===== config.mk =====
export PLATFORM = sky130hd
export DESIGN_NAME = ps2_kbd_ctrl
export DESIGN_NICKNAME = d
export VERILOG_FILES = /design/src/rtl/kbd_pkg.sv /design/src/rtl/ps2_rx.sv /design/src/rtl/ps2_kbd_ctrl.sv
export SDC_FILE = /design/constraint.sdc
export NUM_CORES = 1
export LEC_CHECK = 0
export CELL_PAD_IN_SITES_DETAIL_PLACEMENT = 1
export CELL_PAD_IN_SITES_GLOBAL_PLACEMENT = 2
export CORE_ASPECT_RATIO = 2
export CORE_MARGIN = 8
export CORE_UTILIZATION = 30
export DETAILED_ROUTE_END_ITERATION = 10
export PLACE_DENSITY_LB_ADDON = 0.1
export SLEW_MARGIN = 20
export SYNTH_ARGS = -nofsm -noshare
export SYNTH_HDL_FRONTEND = slang
export SYNTH_SLANG_ARGS = --single-unit

===== constraint.sdc =====
create_clock -name clk -period 3.4 [get_ports clk]
set_input_delay 0.68 -clock clk [delete_from_list [all_inputs] [get_ports clk]]
set_output_delay 0.68 -clock clk [all_outputs]
set_load 0.05 [all_outputs]

===== src/rtl/kbd_pkg.sv =====
// Shared register map, bit positions and event payload for the PS/2 keyboard controller.
package kbd_pkg;

  localparam logic ADDR_DATA = 1'b0;
  localparam logic ADDR_STAT = 1'b1;

  localparam int unsigned ST_NEMPTY    = 0;
  localparam int unsigned ST_FULL      = 1;
  localparam int unsigned ST_OVF       = 2;
  localparam int unsigned ST_PERR      = 3;
  localparam int unsigned ST_IE        = 4;
  localparam int unsigned ST_COUNT_LSB = 8;

  localparam int unsigned CTRL_IE    = 0;
  localparam int unsigned CTRL_FLUSH = 1;
  localparam int unsigned CTRL_CLR   = 2;

  localparam logic [7:0] PREFIX_EXT = 8'hE0;
  localparam logic [7:0] PREFIX_BRK = 8'hF0;

  typedef struct packed {
    logic       ext;
    logic       brk;
    logic [7:0] code;
  } kbd_event_t;

endpackage


===== src/rtl/ps2_rx.sv =====
// PS/2 device-to-host frame receiver: synchronisers, falling-edge detect,
// 11-bit frame FSM with odd-parity/stop check and an inactivity timeout.
module ps2_rx #(
  parameter int unsigned TIMEOUT_CYCLES = 50000
) (
  input  logic       clk,
  input  logic       reset,
  input  logic       ps2c,
  input  logic       ps2d,
  output logic       byte_valid,
  output logic [7:0] byte_data,
  output logic       frame_err
);

  localparam int unsigned TW = $clog2(TIMEOUT_CYCLES + 1);

  localparam logic [1:0] S_IDLE   = 2'd0;
  localparam logic [1:0] S_DATA   = 2'd1;
  localparam logic [1:0] S_PARITY = 2'd2;
  localparam logic [1:0] S_STOP   = 2'd3;

  logic [2:0]    clk_sync_q, clk_sync_d;
  logic [1:0]    dat_sync_q, dat_sync_d;
  logic [1:0]    state_q, state_d;
  logic [2:0]    bit_cnt_q, bit_cnt_d;
  logic [7:0]    shift_q, shift_d;
  logic          par_ok_q, par_ok_d;
  logic [TW-1:0] tmo_q, tmo_d;
  logic          byte_valid_q, byte_valid_d;
  logic          frame_err_q, frame_err_d;
  logic          fall_c;
  logic          d_c;

  // Third clk stage is the edge register, so an edge is acted on 3 clk after the pin moves.
  assign fall_c = clk_sync_q[2] & ~clk_sync_q[1];
  assign d_c    = dat_sync_q[1];

  always_comb begin
    clk_sync_d   = {clk_sync_q[1:0], ps2c};
    dat_sync_d   = {dat_sync_q[0], ps2d};
    state_d      = state_q;
    bit_cnt_d    = bit_cnt_q;
    shift_d      = shift_q;
    par_ok_d     = par_ok_q;
    byte_valid_d = 1'b0;
    frame_err_d  = 1'b0;
    tmo_d        = (state_q == S_IDLE || fall_c) ? '0 : tmo_q + TW'(1);
    if (fall_c) begin
      case (state_q)
        S_IDLE: begin
          if (!d_c) begin
            state_d   = S_DATA;
            bit_cnt_d = '0;
          end
        end
        S_DATA: begin
          shift_d   = {d_c, shift_q[7:1]};
          bit_cnt_d = bit_cnt_q + 3'd1;
          if (bit_cnt_q == 3'd7) state_d = S_PARITY;
        end
        S_PARITY: begin
          par_ok_d = ^{shift_q, d_c};
          state_d  = S_STOP;
        end
        default: begin
          state_d = S_IDLE;
          if (par_ok_q && d_c) byte_valid_d = 1'b1;
          else                 frame_err_d  = 1'b1;
        end
      endcase
    end else if (state_q != S_IDLE && tmo_q == TW'(TIMEOUT_CYCLES)) begin
      state_d = S_IDLE;
    end
  end

  always_ff @(posedge clk) begin
    if (reset) begin
      clk_sync_q   <= '1;
      dat_sync_q   <= '1;
      state_q      <= S_IDLE;
      bit_cnt_q    <= '0;
      shift_q      <= '0;
      par_ok_q     <= 1'b0;
      tmo_q        <= '0;
      byte_valid_q <= 1'b0;
      frame_err_q  <= 1'b0;
    end else begin
      clk_sync_q   <= clk_sync_d;
      dat_sync_q   <= dat_sync_d;
      state_q      <= state_d;
      bit_cnt_q    <= bit_cnt_d;
      shift_q      <= shift_d;
      par_ok_q     <= par_ok_d;
      tmo_q        <= tmo_d;
      byte_valid_q <= byte_valid_d;
      frame_err_q  <= frame_err_d;
    end
  end

  assign byte_valid = byte_valid_q;
  assign byte_data  = shift_q;
  assign frame_err  = frame_err_q;

endmodule


===== src/rtl/ps2_kbd_ctrl.sv =====
// PS/2 keyboard controller: prefix decoder, event FIFO, STB/ACK register slave
// and maskable level interrupt.
module ps2_kbd_ctrl
  import kbd_pkg::*;
#(
  parameter int unsigned FIFO_DEPTH     = 16,
  parameter int unsigned TIMEOUT_CYCLES = 50000
) (
  input  logic        clk,
  input  logic        reset,
  input  logic        STB,
  input  logic        WE,
  input  logic        ADDR,
  input  logic [31:0] wdata,
  output logic [31:0] rdata,
  output logic        ACK,
  input  logic        PS2C,
  input  logic        PS2D,
  output logic        INT
);

  localparam int unsigned AW = $clog2(FIFO_DEPTH);
  localparam int unsigned CW = AW + 1;

  localparam logic BUS_IDLE = 1'b0;
  localparam logic BUS_HOLD = 1'b1;

  logic          rx_valid, rx_err;
  logic [7:0]    rx_byte;
  kbd_event_t    mem_q [FIFO_DEPTH];
  kbd_event_t    mem_d [FIFO_DEPTH];
  logic [AW-1:0] wr_ptr_q, wr_ptr_d, rd_ptr_q, rd_ptr_d;
  logic [CW-1:0] count_q, count_d;
  logic          bus_state_q, bus_state_d;
  logic          ack_q, ack_d, int_q, int_d;
  logic [31:0]   rdata_q, rdata_d;
  logic          ie_q, ie_d, ovf_q, ovf_d, perr_q, perr_d;
  logic          ext_pend_q, ext_pend_d, brk_pend_q, brk_pend_d;
  logic          empty_c, full_c, accept_c, push_req_c, push_c, pop_c, flush_c;
  logic [31:0]   status_c;
  logic          unused_wdata;

  assign unused_wdata = ^wdata[31:3];

  ps2_rx #(.TIMEOUT_CYCLES(TIMEOUT_CYCLES)) u_rx (
    .clk        (clk),
    .reset      (reset),
    .ps2c       (PS2C),
    .ps2d       (PS2D),
    .byte_valid (rx_valid),
    .byte_data  (rx_byte),
    .frame_err  (rx_err)
  );

  assign empty_c = (count_q == '0);
  assign full_c  = (count_q == CW'(FIFO_DEPTH));

  always_comb begin
    status_c                        = '0;
    status_c[ST_NEMPTY]             = ~empty_c;
    status_c[ST_FULL]               = full_c;
    status_c[ST_OVF]                = ovf_q;
    status_c[ST_PERR]               = perr_q;
    status_c[ST_IE]                 = ie_q;
    status_c[ST_COUNT_LSB +: 8]     = 8'(count_q);
  end

  always_comb begin
    bus_state_d = bus_state_q;
    ack_d       = 1'b0;
    rdata_d     = '0;
    ie_d        = ie_q;
    ovf_d       = ovf_q;
    perr_d      = perr_q;
    ext_pend_d  = ext_pend_q;
    brk_pend_d  = brk_pend_q;
    mem_d       = mem_q;
    wr_ptr_d    = wr_ptr_q;
    rd_ptr_d    = rd_ptr_q;
    count_d     = count_q;
    push_req_c  = 1'b0;
    pop_c       = 1'b0;
    flush_c     = 1'b0;

    // HOLD blocks re-acceptance until STB has been seen low once.
    accept_c = (bus_state_q == BUS_IDLE) && STB;
    if (bus_state_q == BUS_IDLE) begin
      if (STB) bus_state_d = BUS_HOLD;
    end else if (!STB) begin
      bus_state_d = BUS_IDLE;
    end

    if (accept_c) begin
      ack_d = 1'b1;
      if (!WE && ADDR == ADDR_DATA) begin
        pop_c = ~empty_c;
        if (!empty_c) rdata_d = {21'b0, 1'b1, mem_q[rd_ptr_q]};
      end else if (!WE) begin
        rdata_d = status_c;
      end else if (ADDR == ADDR_STAT) begin
        ie_d    = wdata[CTRL_IE];
        flush_c = wdata[CTRL_FLUSH];
        if (wdata[CTRL_CLR]) begin
          ovf_d  = 1'b0;
          perr_d = 1'b0;
        end
      end
    end

    if (rx_valid) begin
      if (rx_byte == PREFIX_EXT)      ext_pend_d = 1'b1;
      else if (rx_byte == PREFIX_BRK) brk_pend_d = 1'b1;
      else begin
        push_req_c = 1'b1;
        ext_pend_d = 1'b0;
        brk_pend_d = 1'b0;
      end
    end
    if (rx_err) begin
      perr_d     = 1'b1;
      ext_pend_d = 1'b0;
      brk_pend_d = 1'b0;
    end

    // A simultaneous pop frees the slot, so a push into a full FIFO still lands.
    push_c = push_req_c && (!full_c || pop_c);
    if (push_req_c && !push_c) ovf_d = 1'b1;
    if (push_c) begin
      mem_d[wr_ptr_q] = '{ext: ext_pend_q, brk: brk_pend_q, code: rx_byte};
      wr_ptr_d        = wr_ptr_q + AW'(1);
    end
    if (pop_c) rd_ptr_d = rd_ptr_q + AW'(1);
    count_d = count_q + CW'(push_c) - CW'(pop_c);

    if (flush_c) begin
      wr_ptr_d   = '0;
      rd_ptr_d   = '0;
      count_d    = '0;
      ext_pend_d = 1'b0;
      brk_pend_d = 1'b0;
    end

    int_d = ie_q & ~empty_c;
  end

  always_ff @(posedge clk) begin
    mem_q <= mem_d;
  end

  always_ff @(posedge clk) begin
    if (reset) begin
      bus_state_q <= BUS_IDLE;
      ack_q       <= 1'b0;
      rdata_q     <= '0;
      int_q       <= 1'b0;
      ie_q        <= 1'b0;
      ovf_q       <= 1'b0;
      perr_q      <= 1'b0;
      ext_pend_q  <= 1'b0;
      brk_pend_q  <= 1'b0;
      wr_ptr_q    <= '0;
      rd_ptr_q    <= '0;
      count_q     <= '0;
    end else begin
      bus_state_q <= bus_state_d;
      ack_q       <= ack_d;
      rdata_q     <= rdata_d;
      int_q       <= int_d;
      ie_q        <= ie_d;
      ovf_q       <= ovf_d;
      perr_q      <= perr_d;
      ext_pend_q  <= ext_pend_d;
      brk_pend_q  <= brk_pend_d;
      wr_ptr_q    <= wr_ptr_d;
      rd_ptr_q    <= rd_ptr_d;
      count_q     <= count_d;
    end
  end

  assign ACK   = ack_q;
  assign rdata = rdata_q;
  assign INT   = int_q;

endmodule


==> impl_metrics.yaml, run 1 <==
timing:
  max-slew-margin-rel_pct: 55.3
  hold_violations: 0
  fmaxAchievable_ghz: 0.343
  tightest_slew_ps: 669
  fin_crit_sh_pct: 85.7
  finalSetupViolations: 0
  slew_viol_final: 0
  final.min_clock_period_ps: 2910
  rsz0062_at_grt: "no"
  fin_skew_ps: 24.3
  setup_ws_ps: 485
critical_path:
  worst_ep_required_time_ps: 3820
  arrival_ps: 3330
  rr_startpoint: "count_q[2]"
  path_class: "register to register"
  startpoint: "count_q[2]"
  crit_path_start_kind: "register"
  path_cells: "inv_1 -> ha_1 -> or4bb_1 -> o221a_2 -> inv_2 -> ha_1 -> inv_1 -> ha_1 -> inv_1 -> fa_1 -> nor2b_1 -> o21bai_1 -> a21oi_1 -> nor3b_1"
  slowest_delay_ps: 510
  ff2ff_path_depth: 14
  critical-path-slowest-cell: "or4bb_1"
  cp_max_fo: 3
  endpoint_kind: "register"
placed_design:
  dpl.hpwl_mm: 15.2
  dp_slack_ps: -40.3
  port_buffers: 24
  gp_congestion: 0.709
  postPlaceCellArea_mm2: 0.0103
yosys:
  synth_top_family_by_area: "multiplexers"
  synth_cell_types: 60
  ys_seq_elements: 231
  synth_top_area_cell: "edfxtp_1"
  yosys.area_share.simple_pct: 9.24
  synth_most_common_cell: "edfxtp_1"
  yosysTopAreaCellShare_pct: 51.0
  synth_xor_area_share_pct: 2.10
  synth_compound_area_share_pct: 4.78
  synth_flop_cell: "edfxtp_1"
  synth-edff-count: 160
  synth-adder-area-share_pct: 2.60
  async_reset_ff_share_pct: 0
  seq_area_frac_synth_pct: 66.0
  syn_area_mm2: 0.00943
  yosysWarnings: 0
  postSynthCellCount: 621
  synth_area_per_cell_um2: 15.2
  synth_area_leaders: "edfxtp_1, dfxtp_1, mux4_2, ha_1, nor2_1"
  synth_mux_area_share_pct: 11.4
  synth_common_cells: "edfxtp_1, dfxtp_1, nor2_1, mux4_2, nand2_1"
floorplanning:
  start_util_pct: 30.2
  num_rows: 92
  die_area_mm2: 0.0377
  ios: 73
  core_area_mm2: 0.0312
  die_width_um: 141
  die_h_um: 267
worst_hold_path:
  worstHoldStart: "u_rx.dat_sync_q[0]"
  worstHoldPathCells: 1
  hp-class: "register to register"
route:
  drt-initial-drc-count: 185
  final_antenna_net_count: 0
  post-route-drc-count: 0
  drt-total-wl_mm: 22.7
  routedWlPerCell_um: 20.1
  dr.pass1.iters: 4
  viasPerCell: 4.55
  vias: 5123
final_layout:
  areaGrowthSynthToFinish_pct: 17.9
  fillers: 3223
  fin_nets: 744
  drive_above_1_share_pct: 18.3
  design_area_mm2: 0.0111
  n_antenna_cell: 0
clock_tree:
  clock-root-buffer: "clkbuf_16"
  clock_latency_ps: 550
  cts_num_sinks: 231
  cts_hold_buf: 0
  cts_buffer_depth: 3
  htree_levels: 1
  cts_resized: 0
  cts_tree: "done"
  cts_buffers: 24
  clk_pin_slew_ps: 60
  postCtsSetupBuffers: 0
power_and_ir_drop:
  p_int_mw: 4.70
  pwr-share-comb_pct: 6.4
  p_switching_mw: 1.36
  total_leakage_power_nw: 3.75
  swShare_pct: 22.5
  seq_power_share_pct: 49.8
  power_frac_clock_pct: 43.8
  power_density_mw_per_mm2: 546
  peakVddDrop_uv: 452
global_routing:
  grt.overflow.total: 0
  antenna_found_initial: 0
  grt_max_degree: 31
  grt_pass1_wl_mm: 34.8
  grtUsageTotal_pct: 12.3
  grt_pass1_vias: 5589
outcome:
  status: "complete, no violations"
flow_run:
  drv_cap: 0
## through the flow
stage	TNS, ps	cells	util (%)	power, mW	hold slack, ps
finish	0	1127	35.6	6.07	410
global route	0	1127	35.6	6.30	423
detailed placement	-40.3	1083	33.0	3.48	397
global placement	0	1083	33.0	3.48	394
floorplan	0	639	-	3.39	389
CTS	0	1127	35.6	6.17	411
## cell type report
| class | instances | area (µm²) | share of cell area (%) |
|---|---|---|---|
| well taps | 423 | 529 | 4.76 |
| multi-input cells | 343 | 2910 | 26.2 |
| clock buffers | 36 | 717 | 6.45 |
| repair buffers | 65 | 561 | 5.04 |
| clock inverters | 8 | 93.8 | 0.844 |
| flip-flops and latches | 231 | 6230 | 56.0 |
| inverters | 21 | 78.8 | 0.709 |
## worst paths after layout
kind	slack [ps]	endpoint
worst max register to register	490	count_q[4]
worst min register to register	410	u_rx.dat_sync_q[1]
worst min-delay path	410	u_rx.dat_sync_q[1]
worst max-delay path	490	count_q[4]
## sequential cells by signal, summed over array words and instances, names as in the netlist, 2 cells and up
| name | cells |
|---|---|
| u_rx.tmo_q | 16 |
| u_rx.dat_sync_q | 2 |
| rd_ptr_q | 4 |
| u_rx.bit_cnt_q | 3 |
| u_rx.state_q | 2 |
| count_q | 5 |
| mem_q | 160 |
| u_rx.clk_sync_q | 3 |
| u_rx.byte_data | 8 |
| wr_ptr_q | 4 |
| rdata | 13 |
## power by group through the flow
stage / sequential (mW) / clock (mW) / combinational, mW
4_1_cts: 3.02 / 2.75 / 0.399
3_5_place_dp: 3.09 / 0 / 0.398
2_1_floorplan: 3.09 / 0 / 0.303
3_3_place_gp: 3.09 / 0 / 0.397
5_1_grt: 3.03 / 2.84 / 0.435
6_report: 3.02 / 2.66 / 0.389
## worst max-delay path, delay by kind of cell (launching register included)
family	cells	cell delay, ps
buffers and inverters	4	260
flip-flops	1	330
AO/OA/AOI/OAI	3	550
adder cells (fa/ha/maj)	4	940
AND/OR/NAND/NOR	3	730
## logic make-up after synthesis
family          count (synthesis)
compound gates                 64
xor+xnor                       21
fa+ha+maj                      19
buf+inv                        65
flops                         231
mux                            54
other cells                     1
simple gates                  166
## routing by layer
| metal | share of wire (%) | global-route usage [%] | routed length, µm | up-vias |
|---|---|---|---|---|
| li1 | - | - | - | 2434 |
| met1 | 42 | 14.9 | 9590 | 2607 |
| met2 | 53 | 22.1 | 12000 | 50 |
| met3 | 2.5 | 1.59 | 558 | 32 |
| met4 | 2.2 | 4.09 | 493 | 0 |
| met5 | 0 | 0 | 0 | - |
## placed cells by master, fill, tap and decap left out, drive strengths merged, types with 12 or more instances in the layout
master	Yosys	layout
a22oi	14	14
mux2i	13	13
a21oi	16	16
buf	31	41
ha	18	18
mux4	41	41
dfxtp	71	71
conb	1	19
clkdlybuf4s50	0	24
nand2	32	32
clkbuf	13	36
nand3	12	12
edfxtp	160	160
xor2	12	12
inv	21	22
nor2	53	53
No activity file was read; power rests on OpenSTA's default activity.
==> run 2, diff against run 1 <==
--- a/config.mk
+++ b/config.mk
@@ -5,6 +5,7 @@
 export SDC_FILE = /design/constraint.sdc
 export NUM_CORES = 1
 export LEC_CHECK = 0
+export ABC_CLOCK_PERIOD_IN_PS = 3400
 export CELL_PAD_IN_SITES_DETAIL_PLACEMENT = 1
 export CELL_PAD_IN_SITES_GLOBAL_PLACEMENT = 2
 export CORE_ASPECT_RATIO = 2
==> results of run 2 <==
Same layout as run 1: the final DEF is identical, and so are final timing and power.
